`src/rtl/conv_stream_packetizer_if.sv`:
```
// conv_stream_packetizer_if
// Groups the stream handshakes and FIFO write ports of the packetizer.
//   pix_*    : pixel source (valid/ready) carrying raw IFmap pixels
//   filt_*   : filter word source (valid/ready)
//   IF_*     : IF FIFO write port, 18-bit tagged words {start, end, data}
//   filter_* : filter FIFO write port
// master = packetizer side, slave = sources/FIFOs side.
interface conv_stream_packetizer_if #(
  parameter int DATA_WIDTH = 16,
  parameter int FILT_WIDTH = 16
) ();
  logic                  pix_valid;
  logic [DATA_WIDTH-1:0] pix_data;
  logic                  pix_ready;
  logic                  filt_valid;
  logic [FILT_WIDTH-1:0] filt_data;
  logic                  filt_ready;
  logic                  IF_full;
  logic                  IF_wen;
  logic [DATA_WIDTH+1:0] IF_din;
  logic                  filter_full;
  logic                  filter_wen;
  logic [FILT_WIDTH-1:0] filter_din;

  modport master (
    input  pix_valid, pix_data, filt_valid, filt_data, IF_full, filter_full,
    output pix_ready, filt_ready, IF_wen, IF_din, filter_wen, filter_din
  );

  modport slave (
    output pix_valid, pix_data, filt_valid, filt_data, IF_full, filter_full,
    input  pix_ready, filt_ready, IF_wen, IF_din, filter_wen, filter_din
  );
endinterface

```
`src/rtl/conv_stream_packetizer.sv`:
```
// conv_stream_packetizer
// Drains one IFmap row and one filter word stream into the convolution
// core's IF and filter FIFOs, tagging the row words with start/end flags.
// Ports:
//   clk, rst             clock, synchronous active-high reset
//   start                begin a transfer (sampled in IDLE only)
//   row_len, filt_words  transfer lengths, latched on accepted start
//   bus (master)         pixel/filter sources and FIFO write ports
//   busy                 high in RUN and DONE
//   done                 one-cycle pulse after both streams are delivered
//   err_len              one-cycle pulse when start arrives with row_len==0
//
// state | meaning
// IDLE  | waiting for start
// RUN   | moving pixels and filter words until both counters reach 0
// DONE  | one cycle, done pulsed
module conv_stream_packetizer #(
  parameter int DATA_WIDTH = 16,
  parameter int FILT_WIDTH = 16,
  parameter int LEN_WIDTH  = 8
) (
  input  logic                 clk,
  input  logic                 rst,
  input  logic                 start,
  input  logic [LEN_WIDTH-1:0] row_len,
  input  logic [LEN_WIDTH-1:0] filt_words,
  conv_stream_packetizer_if.master bus,
  output logic                 busy,
  output logic                 done,
  output logic                 err_len
);

  typedef enum logic [1:0] {IDLE, RUN, DONE} state_t;

  state_t               state;
  logic [LEN_WIDTH-1:0] pix_rem;
  logic [LEN_WIDTH-1:0] filt_rem;
  logic [LEN_WIDTH-1:0] pix_idx;
  logic                 pix_hs;
  logic                 filt_hs;

  assign bus.pix_ready  = (state == RUN) && (pix_rem != '0) && !bus.IF_full;
  assign bus.filt_ready = (state == RUN) && (filt_rem != '0) && !bus.filter_full;

  assign pix_hs  = bus.pix_valid && bus.pix_ready;
  assign filt_hs = bus.filt_valid && bus.filt_ready;

  // FIFOs capture on the handshake edge; data buses are forced to 0 when idle.
  assign bus.IF_wen     = pix_hs;
  assign bus.IF_din     = pix_hs ? {(pix_idx == '0), (pix_rem == LEN_WIDTH'(1)), bus.pix_data} : '0;
  assign bus.filter_wen = filt_hs;
  assign bus.filter_din = filt_hs ? bus.filt_data : '0;

  always_ff @(posedge clk) begin
    if (rst) begin
      state    <= IDLE;
      pix_rem  <= '0;
      filt_rem <= '0;
      pix_idx  <= '0;
      busy     <= 1'b0;
      done     <= 1'b0;
      err_len  <= 1'b0;
    end else begin
      done    <= 1'b0;
      err_len <= 1'b0;
      case (state)
        IDLE: begin
          if (start) begin
            if (row_len != '0) begin
              state    <= RUN;
              busy     <= 1'b1;
              pix_rem  <= row_len;
              filt_rem <= filt_words;
              pix_idx  <= '0;
            end else begin
              err_len <= 1'b1;
            end
          end
        end
        RUN: begin
          // Handshakes only occur while the counter is non-zero, so no wrap.
          if (pix_hs) begin
            pix_rem <= pix_rem - LEN_WIDTH'(1);
            pix_idx <= pix_idx + LEN_WIDTH'(1);
          end
          if (filt_hs) begin
            filt_rem <= filt_rem - LEN_WIDTH'(1);
          end
          if ((pix_rem == '0) && (filt_rem == '0)) begin
            state <= DONE;
            done  <= 1'b1;
          end
        end
        DONE: begin
          state <= IDLE;
          busy  <= 1'b0;
        end
        default: begin
          state <= IDLE;
          busy  <= 1'b0;
        end
      endcase
    end
  end

endmodule

```
`src/flat_wrapper.sv`:
```
// flat-port wrapper written by rule: the top's interface ports become plain ports
module conv_stream_packetizer_flat 
#(
  parameter int DATA_WIDTH = 16,
  parameter int FILT_WIDTH = 16,
  parameter int LEN_WIDTH  = 8
)
  (clk, rst, start, row_len, filt_words, busy, done, err_len, bus_pix_valid, bus_pix_data, bus_filt_valid, bus_filt_data, bus_IF_full, bus_filter_full, bus_pix_ready, bus_filt_ready, bus_IF_wen, bus_IF_din, bus_filter_wen, bus_filter_din);
  conv_stream_packetizer_if #(.DATA_WIDTH(DATA_WIDTH), .FILT_WIDTH(FILT_WIDTH)) bus_i ();
  input  logic clk;
  input  logic rst;
  input  logic start;
  input  logic [LEN_WIDTH-1:0] row_len;
  input  logic [LEN_WIDTH-1:0] filt_words;
  output logic busy;
  output logic done;
  output logic err_len;
  input wire logic [$bits(bus_i.pix_valid)-1:0] bus_pix_valid;
  input wire logic [$bits(bus_i.pix_data)-1:0] bus_pix_data;
  input wire logic [$bits(bus_i.filt_valid)-1:0] bus_filt_valid;
  input wire logic [$bits(bus_i.filt_data)-1:0] bus_filt_data;
  input wire logic [$bits(bus_i.IF_full)-1:0] bus_IF_full;
  input wire logic [$bits(bus_i.filter_full)-1:0] bus_filter_full;
  output wire logic [$bits(bus_i.pix_ready)-1:0] bus_pix_ready;
  output wire logic [$bits(bus_i.filt_ready)-1:0] bus_filt_ready;
  output wire logic [$bits(bus_i.IF_wen)-1:0] bus_IF_wen;
  output wire logic [$bits(bus_i.IF_din)-1:0] bus_IF_din;
  output wire logic [$bits(bus_i.filter_wen)-1:0] bus_filter_wen;
  output wire logic [$bits(bus_i.filter_din)-1:0] bus_filter_din;
  assign bus_i.pix_valid = bus_pix_valid;
  assign bus_i.pix_data = bus_pix_data;
  assign bus_i.filt_valid = bus_filt_valid;
  assign bus_i.filt_data = bus_filt_data;
  assign bus_i.IF_full = bus_IF_full;
  assign bus_i.filter_full = bus_filter_full;
  assign bus_pix_ready = bus_i.pix_ready;
  assign bus_filt_ready = bus_i.filt_ready;
  assign bus_IF_wen = bus_i.IF_wen;
  assign bus_IF_din = bus_i.IF_din;
  assign bus_filter_wen = bus_i.filter_wen;
  assign bus_filter_din = bus_i.filter_din;
  conv_stream_packetizer #(.DATA_WIDTH(DATA_WIDTH), .FILT_WIDTH(FILT_WIDTH), .LEN_WIDTH(LEN_WIDTH)) u_core (.clk(clk), .rst(rst), .start(start), .row_len(row_len), .filt_words(filt_words), .bus(bus_i), .busy(busy), .done(done), .err_len(err_len));
endmodule
```
`config.mk`:
```
export PLATFORM = sky130hd
export DESIGN_NAME = conv_stream_packetizer_flat
export DESIGN_NICKNAME = d
export VERILOG_FILES = /design/src/rtl/conv_stream_packetizer_if.sv /design/src/rtl/conv_stream_packetizer.sv /design/src/flat_wrapper.sv
export SDC_FILE = /design/constraint.sdc
export NUM_CORES = 1
export LEC_CHECK = 0
export CAP_MARGIN = 30
export CORE_ASPECT_RATIO = 1.4
export CORE_MARGIN = 10
export CORE_UTILIZATION = 30
export CTS_CLUSTER_SIZE = 40
export DETAILED_ROUTE_END_ITERATION = 6
export DONT_BUFFER_PORTS = 1
export MAX_ROUTING_LAYER = met4
export PLACE_DENSITY = 0.43
export SETUP_SLACK_MARGIN = 0.15
export SYNTH_ARGS = -nofsm -noshare
export SYNTH_HDL_FRONTEND = slang
export SYNTH_SLANG_ARGS = --single-unit
export TNS_END_PERCENT = 50
```
`constraint.sdc`:
```
create_clock -name clk -period 2.42 [get_ports clk]
set_input_delay 0.242 -clock clk [delete_from_list [all_inputs] [get_ports clk]]
set_output_delay 0.242 -clock clk [all_outputs]
set_load 0.05 [all_outputs]
```
==> run metrics <==
CTS max path bufs=2; critical path class=flip-flop to output pin; width of the chip=88.5 µm; HP Class=input port to flip-flop; post-route clock skew=0.00575 ns; Nets=315; post-route insts no fill=327; DIE HEIGHT=116 µm; distinct cell type count after synthesis=49; fraction of layout cells with a size suffix above 1=32.9%; WL/cell=19.4 µm; synth warn=0; Peak supply drop=0.268 mV; outcome=finished, final reports clean; Antenna Nets Post-Route=0; IO Port Bufs=0; Root Buffer=clkbuf_8; CP Launch Point=u_core.pix_rem[1]; Syn Nets=307; Worst-Margin Slew=0.619 ns; final hold violation count=0; cell count after synthesis=247; Placed Cells=317; Hold Crit Start=rst; Achievable Freq=0.453 GHz; vias per std cell=6.03; area leader, netlist=dfxtp_1; initial antenna violation count=0; critical path required time=2.18 ns; Clock Pin Slew Worst Setup and Hold Paths=0.06 ns; H-tree depth=2; Setup violations, final=0; total vias in the final route=1973; pwr/cell area=643 nW/µm²; Total GRT Usage=12.7%; nature of the critical path startpoint=flip-flop; syn_area_per_cell=7.97 µm²; core area=6300 µm²; P_leak=0.852 nW; crit path max fanout=15; top post-synthesis cells by area=dfxtp_1 29%, and2_1 11%, a21oi_1 5.1%, ha_1 3.2%, o22ai_1 3.2%; overall routed net length=6350 µm; post-synthesis mux area share=1.14%; CTS buffer count=5; mapped cell area=1970 µm²; Worst Setup End Kind=output pin; post-synthesis compound-gate area fraction=24.5%; dpl hpwl=4820 µm; RR Startpoint=u_core.filt_rem[0]; Final Power=1.50 mW; Clk Latency, worst-skew pair=0.28 ns; Simple-Gate Fraction of Synth Area=34.6%; number of global-route vias before repair=2038; GRT Residual Overflow=0; Die Area=10300 µm²; minimum clock period after layout=2.21 ns; Initial Utilization=31.3%; synthesized flop and latch total=29; Period Utilization, post-route=91.1%; RePlAce Congestion=0.853; commonest cells after routing, fill and taps aside=27 x dfxtp_1, 20 x a21oi_1, 16 x and2_2, 16 x and2_4, 16 x buf_4; Detailed Route Iter0 Violations=110; number of diodes=0; largest family of logic cells by synthesized area=simple AND/OR/NAND/NOR gates; slew margin rel.=58.7%; I/O Pins=96; most common cell after layout, fill and taps aside=dfxtp_1; largest net degree at the start of global routing=30; clock sinks=29; FP Rows=34; Residual DRC=0; final setup TNS=0 ns; CTS tree=built; sequential share of the synthesized area=29.5%; post-synth top area share=29.5%; maxcap violations=0; Critical Path AT=1.96 ns; Detailed Routing Iterations Pass 1=4; xor and xnor area share after synthesis=0%; count of final max-slew check failures=0; RSZ-0062 raised after global routing=yes; first-pass GRT wire length=10100 µm; Synth Area in Adders=3.18%; Area growth, synth to finish=18.2%
-- logic make-up after synthesis --
family,after synthesis
multiplexers,2
AO/OA/AOI/OAI,70
AND/OR/NAND/NOR,112
buffers and inverters,29
flip-flops,29
adder cells (fa/ha/maj),5
-- cell usage after synthesis, drive strengths merged --
cell	number
nor4b	1
ha	5
a31oi	1
a32o	3
nor2b	2
nor2	2
a221oi	4
nor4	9
mux2	2
a311oi	3
and4bb	1
nor4bb	1
nor3b	2
or4b	1
clkbuf	10
nand3	11
o22ai	10
a31o	2
nand2b	4
or3	4
dfxtp	29
a21oi	20
a211o	2
and3	4
nand2	15
o211ai	5
and2	36
buf	7
o221ai	3
nand3b	1
or2	2
o311a	1
or3b	2
a41oi	1
inv	12
a211oi	4
nor3	9
o21ai	11
or4	5
-- critical path, cell delays in order, from the launching register on --
cell and delay (ns):
dfxtp_2 0.34, inv_2 0.08, ha_4 0.14, or3b_4 0.40, o21ai_4 0.17, bufinv_8 0.22, and3_1 0.17, buf_12 0.15
-- state kept, by name, indices dropped and copies added (netlist names) --
| name | flops |
|---|---|
| u_core.busy | 1 |
| u_core.done | 1 |
| u_core.err_len | 1 |
| u_core.filt_rem | 8 |
| u_core.pix_idx | 8 |
| u_core.pix_rem | 8 |
| u_core.state | 2 |
-- routing by layer --
layer | share of wire (%) | global-route usage [%] | vias up
li1 | - | - | 935
met1 | 42 | 14.4 | 940
met2 | 50 | 21.0 | 93
met3 | 6.9 | 2.95 | 5
met4 | 1.3 | 4.76 | 0
met5 | 0 | - | -
-- what timing repair did --
| item | in CTS | in global routing |
|---|---|---|
| buffers inserted | 0 | 2 |
| hold buffers | 0 | 0 |
| gates cloned | 0 | 1 |
| endpoints found under the setup margin | 37 | 36 |
| pin swaps | 1 | 3 |
| resized for setup | 46 | 9 |
-- area by class of cell --
type	instances	area (µm²)
tap	72	90.1
inverter	12	61.3
sequential	29	583
fill	687	3970
multi-input combinational	189	1360
timing repair buffer	17	140
timing repair inverter	1	6.26
clock buffer	7	86.3
-- where the power goes --
part           total (mW)  leakage (nW)  switching [mW]  internal (mW)
Sequential          0.570         0.238          0.0536          0.517
Clock               0.406        0.0443           0.181          0.225
Combinational       0.521         0.570           0.308          0.213
-- final timing paths --
path	cells past startpoint	slack, ns	end
hold reg to reg	2	0.48	u_core.filt_rem[6]
setup reg to reg	7	0.33	u_core.filt_rem[6]
setup / recovery	7	0.21	bus_IF_din[17]
hold / removal	1	0.03	u_core.state[0]
-- metrics by stage --
step | setup slack, ns | utilization [%] | hold WS, ns | area, µm²
after floorplan | 0.0363 | - | 0.451 | 1980
after global placement | 0.184 | 33.5 | 0.319 | 2110
after detailed placement | 0.204 | 33.5 | 0.319 | 2110
after CTS | 0.134 | 36.2 | 0.0167 | 2280
after global routing | 0.131 | 37.0 | 0.0136 | 2330
final | 0.214 | 37.0 | 0.0305 | 2330
Note: power is estimated with default switching activity, not from simulation.
